## config.mk

```make
export PLATFORM = sky130hd
export DESIGN_NAME = mac_accumulator
export DESIGN_NICKNAME = d
export VERILOG_FILES = /design/src/rtl/mac_pkg.sv /design/src/rtl/cla_nbit.sv /design/src/rtl/mac_accumulator.sv
export SDC_FILE = /design/constraint.sdc
export NUM_CORES = 1
export LEC_CHECK = 0
export CAP_MARGIN = 25
export CORE_MARGIN = 1
export CORE_UTILIZATION = 50
export CTS_BUF_LIST = sky130_fd_sc_hd__clkbuf_16
export CTS_CLUSTER_SIZE = 40
export DETAILED_ROUTE_END_ITERATION = 10
export GPL_ROUTABILITY_DRIVEN = 1
export GPL_TIMING_DRIVEN = 0
export PLACE_DENSITY = 0.78
export SLEW_MARGIN = 20
export SYNTH_ARGS = -nofsm -noshare
export SYNTH_HDL_FRONTEND = slang
export SYNTH_SLANG_ARGS = --single-unit
```

## constraint.sdc

```tcl
create_clock -name clk -period 7.9 [get_ports clk]
set_input_delay 1.58 -clock clk [delete_from_list [all_inputs] [get_ports clk]]
set_output_delay 1.58 -clock clk [all_outputs]
set_load 0.01 [all_outputs]
```

## src/rtl/mac_pkg.sv

```systemverilog
// rtl/mac_pkg.sv - shared state encoding and default widths for the integer MAC datapath.
package mac_pkg;

   localparam int DEF_PROD_W = 32;
   localparam int DEF_ACC_W  = 40;
   localparam int DEF_LEN_W  = 8;

   typedef enum logic [1:0] {
      ST_IDLE = 2'd0,
      ST_ACC  = 2'd1,
      ST_DONE = 2'd2
   } state_t;

endpackage

```

## src/rtl/cla_nbit.sv

```systemverilog
// rtl/cla_nbit.sv - n-bit carry-lookahead adder built from 4-bit lookahead groups.
module cla_nbit #(
   parameter int n = 40
) (
   input  logic [n-1:0] a,
   input  logic [n-1:0] b,
   input  logic         cin,
   output logic [n-1:0] sum,
   output logic         cout
);

   // Padded to at least n+1 bits so the carry out of bit n-1 appears as sum bit n.
   localparam int NG = (n + 4) / 4;
   localparam int NP = NG * 4;

   logic [NP-1:0] a_p;
   logic [NP-1:0] b_p;
   logic [NP-1:0] g;
   logic [NP-1:0] p;
   logic [NP-1:0] s_p;
   logic          unused_pad;

   always_comb begin
      a_p        = '0;
      b_p        = '0;
      a_p[n-1:0] = a;
      b_p[n-1:0] = b;
   end

   assign g = a_p & b_p;
   assign p = a_p ^ b_p;

   always_comb begin : lookahead
      logic ci;
      logic c1;
      logic c2;
      logic c3;
      logic gg;
      logic pg;
      s_p = '0;
      ci  = cin;
      c1  = 1'b0;
      c2  = 1'b0;
      c3  = 1'b0;
      gg  = 1'b0;
      pg  = 1'b0;
      for (int k = 0; k < NG; k++) begin
         c1 = g[4*k] | (p[4*k] & ci);
         c2 = g[4*k+1] | (p[4*k+1] & g[4*k]) | (p[4*k+1] & p[4*k] & ci);
         c3 = g[4*k+2] | (p[4*k+2] & g[4*k+1]) | (p[4*k+2] & p[4*k+1] & g[4*k])
            | (p[4*k+2] & p[4*k+1] & p[4*k] & ci);
         gg = g[4*k+3] | (p[4*k+3] & g[4*k+2]) | (p[4*k+3] & p[4*k+2] & g[4*k+1])
            | (p[4*k+3] & p[4*k+2] & p[4*k+1] & g[4*k]);
         pg = p[4*k+3] & p[4*k+2] & p[4*k+1] & p[4*k];
         s_p[4*k +: 4] = p[4*k +: 4] ^ {c3, c2, c1, ci};
         ci = gg | (pg & ci);
      end
   end

   assign sum        = s_p[n-1:0];
   assign cout       = s_p[n];
   assign unused_pad = ^s_p;

endmodule

```

## src/rtl/mac_accumulator.sv

```systemverilog
// rtl/mac_accumulator.sv - sums a programmed number of products into a wide accumulator
// with optional saturation and a sticky overflow flag.
module mac_accumulator
   import mac_pkg::*;
#(
   parameter int PROD_W = DEF_PROD_W,
   parameter int ACC_W  = DEF_ACC_W,
   parameter int LEN_W  = DEF_LEN_W
) (
   input  logic              clk,
   input  logic              rst_n,
   input  logic              start,
   input  logic [LEN_W-1:0]  cfg_len,
   input  logic              cfg_sat,
   input  logic              prod_valid,
   output logic              prod_ready,
   input  logic [PROD_W-1:0] prod_data,
   output logic              acc_valid,
   input  logic              acc_ready,
   output logic [ACC_W-1:0]  acc_data,
   output logic              acc_ovf,
   output logic              busy
);

   state_t             state;
   state_t             state_nxt;
   logic [ACC_W-1:0]   acc;
   logic [LEN_W-1:0]   cnt;
   logic [LEN_W-1:0]   len;
   logic               sat;
   logic               ovf;
   logic               valid_q;
   logic [ACC_W-1:0]   prod_ext;
   logic [ACC_W-1:0]   sum;
   logic               carry;
   logic               last;

   always_comb begin
      prod_ext               = '0;
      prod_ext[PROD_W-1:0]   = prod_data;
   end

   cla_nbit #(.n(ACC_W)) u_add (
      .a    (acc),
      .b    (prod_ext),
      .cin  (1'b0),
      .sum  (sum),
      .cout (carry)
   );

   assign last = (cnt == len - 1'b1);

   always_ff @(posedge clk or negedge rst_n) begin
      if (!rst_n) state <= ST_IDLE;
      else        state <= state_nxt;
   end

   // prod_ready is decoded from state alone so it never depends on prod_valid.
   always_comb begin
      state_nxt  = state;
      prod_ready = 1'b0;
      busy       = (state != ST_IDLE);
      case (state)
         ST_IDLE: begin
            if (start) state_nxt = (cfg_len != '0) ? ST_ACC : ST_DONE;
         end
         ST_ACC: begin
            prod_ready = 1'b1;
            if (prod_valid && last) state_nxt = ST_DONE;
         end
         ST_DONE: begin
            if (acc_ready) state_nxt = ST_IDLE;
         end
         default: state_nxt = ST_IDLE;
      endcase
   end

   always_ff @(posedge clk or negedge rst_n) begin
      if (!rst_n) begin
         acc     <= '0;
         cnt     <= '0;
         len     <= '0;
         sat     <= 1'b0;
         ovf     <= 1'b0;
         valid_q <= 1'b0;
      end else begin
         valid_q <= (state_nxt == ST_DONE);
         case (state)
            ST_IDLE: begin
               if (start) begin
                  acc <= '0;
                  cnt <= '0;
                  ovf <= 1'b0;
                  len <= cfg_len;
                  sat <= cfg_sat;
               end
            end
            ST_ACC: begin
               if (prod_valid) begin
                  cnt <= cnt + 1'b1;
                  if (carry) ovf <= 1'b1;
                  // Once saturated, the accumulator is pinned at all ones for the rest of the run.
                  if (sat && (carry || ovf)) acc <= '1;
                  else                       acc <= sum;
               end
            end
            default: ;
         endcase
      end
   end

   assign acc_valid = valid_q;
   assign acc_data  = acc;
   assign acc_ovf   = ovf;

endmodule

```

==> results.json <==
{
  "vias": 4007,
  "dieArea_sq_mm": 0.00910,
  "route.detailed.drc": 0,
  "crit_chain": "clkdlybuf4s50_1 > ha_1 > a21o_1 > a21oi_2 > a211oi_2 > a21bo_4 > a31o_4 > a21boi_0 > a21boi_0 > o21a_1 > or2_2 > fa_1 > xnor2_1 > a31oi_4",
  "wl_per_cell_um": 17.4,
  "cts_made_buffers": 9,
  "maxSlewViolCount": 0,
  "postCtsSetupBuffers": 0,
  "skew_ns": 0.00542,
  "place_congestion": 0.880,
  "p_per_area_mw_per_mm2": 438,
  "hold_class": "reg2reg",
  "grt_pass1_vias": 3865,
  "drtIter0Drc": 218,
  "cts_sinks": 61,
  "yosysUniqueCellTypes": 57,
  "tns_ns": 0,
  "fin_crit_sh_pct": 61.3,
  "power.total_mw": 2.51,
  "synth_edf_count": 0,
  "worst_setup_path_start_kind": "input pin",
  "final-seq-area_sq_mm": 0.00153,
  "final-hold-violation-count": 0,
  "ys_warn_count": 0,
  "crit_path_end_kind": "flip-flop",
  "slew_headroom_pct": 53.9,
  "clk_latency_ns": 0.33,
  "synthCells": 461,
  "postRouteAntennaNets": 0,
  "maxCapViolCount": 0,
  "critPathArrivalTime_ns": 5.04,
  "antenna_found_initial": 0,
  "dp.final_hpwl_um": 8630,
  "critPathSlowestCell": "clkdlybuf4s50_1",
  "final_core_util_pct": 68.7,
  "path_buf_inv": 1,
  "tightest_slew_ns": 0.691,
  "synth_nets": 551,
  "path_clk_slew_ns": 0.05,
  "grt_first_pass_wirelength_um": 18600,
  "synth-main-ff-cell": "dfrtp_1",
  "setup_viol": 0,
  "n_antenna_cell": 0,
  "grt-ovfl-total": 0,
  "grtUsageTotal_pct": 26.9,
  "cp_common_cell": "a21boi_0",
  "finalCriticalPeriod_ns": 4.85,
  "critPathMaxStageDelay_ns": 0.40,
  "final_area_sq_mm": 0.00573,
  "drive_gt1_share_pct": 7.58,
  "status": "finished clean",
  "yosys_register_bits": 61,
  "fill_cells": 616,
  "crit_required_ns": 8.09,
  "syn_area_sq_mm": 0.00436,
  "cts_resized": 0,
  "path_max_fanout": 7,
  "rows": 33,
  "die_width_um": 95.4,
  "critPathTopFamily": "compound AO/OA/AOI/OAI gates",
  "layout.nets": 652,
  "grt_setup_unrepaired": "no",
  "io_pins": 90,
  "path_class": "in2reg",
  "grt_max_degree": 39,
  "dpl-instance-area_sq_mm": 0.00540,
  "start_util_pct": 52.3,
  "ctsHoldBuffers": 0,
  "multi_input_area_sq_mm": 0.00268,
  "area.growth.synth_to_final_pct": 31.4,
  "ys_seq_area_share_pct": 35.0,
  "io_buffers": 89,
  "cts_tree": "yes",
  "via_per_inst": 5.96,
  "synth_area_per_cell_sq_um": 9.46,
  "core_area_sq_mm": 0.00834,
  "routed_wl_um": 11700,
  "die_h_um": 95.4,
  "hold_slack_ns": 0.500,
  "drtPass1Iterations": 4,
  "ir_worst_vdd_mv": 0.206,
  "htree_num_levels": 3,
  "synthArstFlopShare_pct": 100,
  "cts_buffer_depth": 2,
  "fmax_ghz": 0.206,
  "cts_root_buffer": "clkbuf_16",
  "power_leakage_nw": 2.36
}
## stage by stage
| stage | setup WS, ns | instances |
|---|---|---|
| 2_1_floorplan | 3.43 | 461 |
| 3_3_place_gp | 2.78 | 655 |
| 3_5_place_dp | 2.76 | 656 |
| 4_1_cts | 3.08 | 672 |
| 5_1_grt | 2.87 | 672 |
| 6_report | 3.05 | 672 |
## worst register-to-register path, delay by kind of cell (launching register included)
kind,cells,cell delay (ns)
xor+xnor,1,0.30
fa+ha+maj,2,0.72
simple gates,2,0.38
compound gates,8,1.64
flops,1,0.40
## path summary, 6_finish.rpt
path | to | slack (ns) | depth (start not counted) | start
setup / recovery | acc_data[29]$_DFFE_PN0P_ | 3.05 | 14 | prod_data[3]
setup reg to reg | acc_data[29]$_DFFE_PN0P_ | 4.33 | 13 | acc_data[6]$_DFFE_PN0P_
min in group asynchronous | len[1]$_DFFE_PN0P_ | 1.15 | 1 | rst_n
hold reg to reg | len[7]$_DFFE_PN0P_ | 0.50 | 2 | len[7]$_DFFE_PN0P_
max in group asynchronous | acc_data[26]$_DFFE_PN0P_ | 6.23 | 2 | rst_n
hold / removal | len[7]$_DFFE_PN0P_ | 0.50 | 2 | len[7]$_DFFE_PN0P_
## synthesized netlist by cell type, types with 2 or more instances
library cell	number	area (sq um)
clkbuf_1	15	56.3
a21oi_1	71	355
nor2_1	34	128
ha_1	36	450
nor3_1	8	40.0
a211oi_1	2	15.0
xnor2_1	25	219
nand3_1	11	55.1
dfrtp_1	61	1530
xor2_1	10	87.6
o21bai_1	3	22.5
and3_1	3	18.8
fa_1	8	160
and2_1	4	25.0
a21oi_2	2	17.5
o221ai_1	4	35.0
a211oi_2	2	25.0
nand2_1	40	150
buf_6	2	22.5
a21o_1	6	45.0
nand2b_1	6	37.5
or2_2	3	18.8
o31ai_1	3	22.5
inv_1	14	52.6
nor2_2	2	12.5
nor4_1	4	25.0
a21boi_0	2	15.0
a31oi_1	11	68.8
o21a_1	2	15.0
nand4_1	8	50.1
o21ai_0	25	125
a31oi_4	9	191
## placed cells by master, fill, tap and decap left out, types with 6 or more instances in the layout
master / instances
nor2_1: 34
clkbuf_16: 9
a21o_1: 6
ha_1: 36
inv_1: 15
clkdlybuf4s50_1: 88
clkbuf_1: 15
a31oi_4: 9
nand3_1: 11
nand2_1: 40
xor2_1: 10
a21oi_1: 71
nor3_1: 8
fa_1: 8
nand4_1: 8
a31oi_1: 11
o21ai_0: 25
nand2b_1: 6
dfrtp_1: 61
xnor2_1: 25
## flip-flops by register name (all words and copies together) (netlist names)
| register | cells |
|---|---|
| state | 2 |
| sat | 1 |
| acc_data | 40 |
| len | 8 |
| acc_ovf | 1 |
| acc_valid | 1 |
| cnt | 8 |
## power by group
part / leakage [nW] / total [mW] / internal, mW / switching (mW)
clock: 0.163 / 0.446 / 0.304 / 0.142
combinational: 1.48 / 1.44 / 0.701 / 0.739
sequential: 0.722 / 0.623 / 0.459 / 0.163
## area by class of cell
type / instances / area share, %
Clock buffer: 9 / 3.93
Multi-Input combinational cell: 367 / 46.7
Clock inverter: 7 / 1.83
Buffer: 19 / 1.81
Inverter: 14 / 0.917
Tap cell: 105 / 2.29
Timing Repair Buffer: 90 / 15.8
Sequential cell: 61 / 26.6
## layer usage
layer	vias to the layer above	GRT usage (%)	routed length [um]
met3	22	4.63	665
met4	0	10.8	243
met5	-	0	0
met2	155	44.5	5680
li1	1885	-	-
met1	1945	35.1	5110
## cell families after synthesis
group	share of synthesized area (%)
AOI/OAI and AO/OA	26.6
xor gates and xnor gates	7.03
buffers and inverters	3.58
and+or+nand+nor	13.5
muxes	0.229
DFF	35.0
adders and majority gates	14.0
Note: power is estimated with default switching activity, not from simulation.
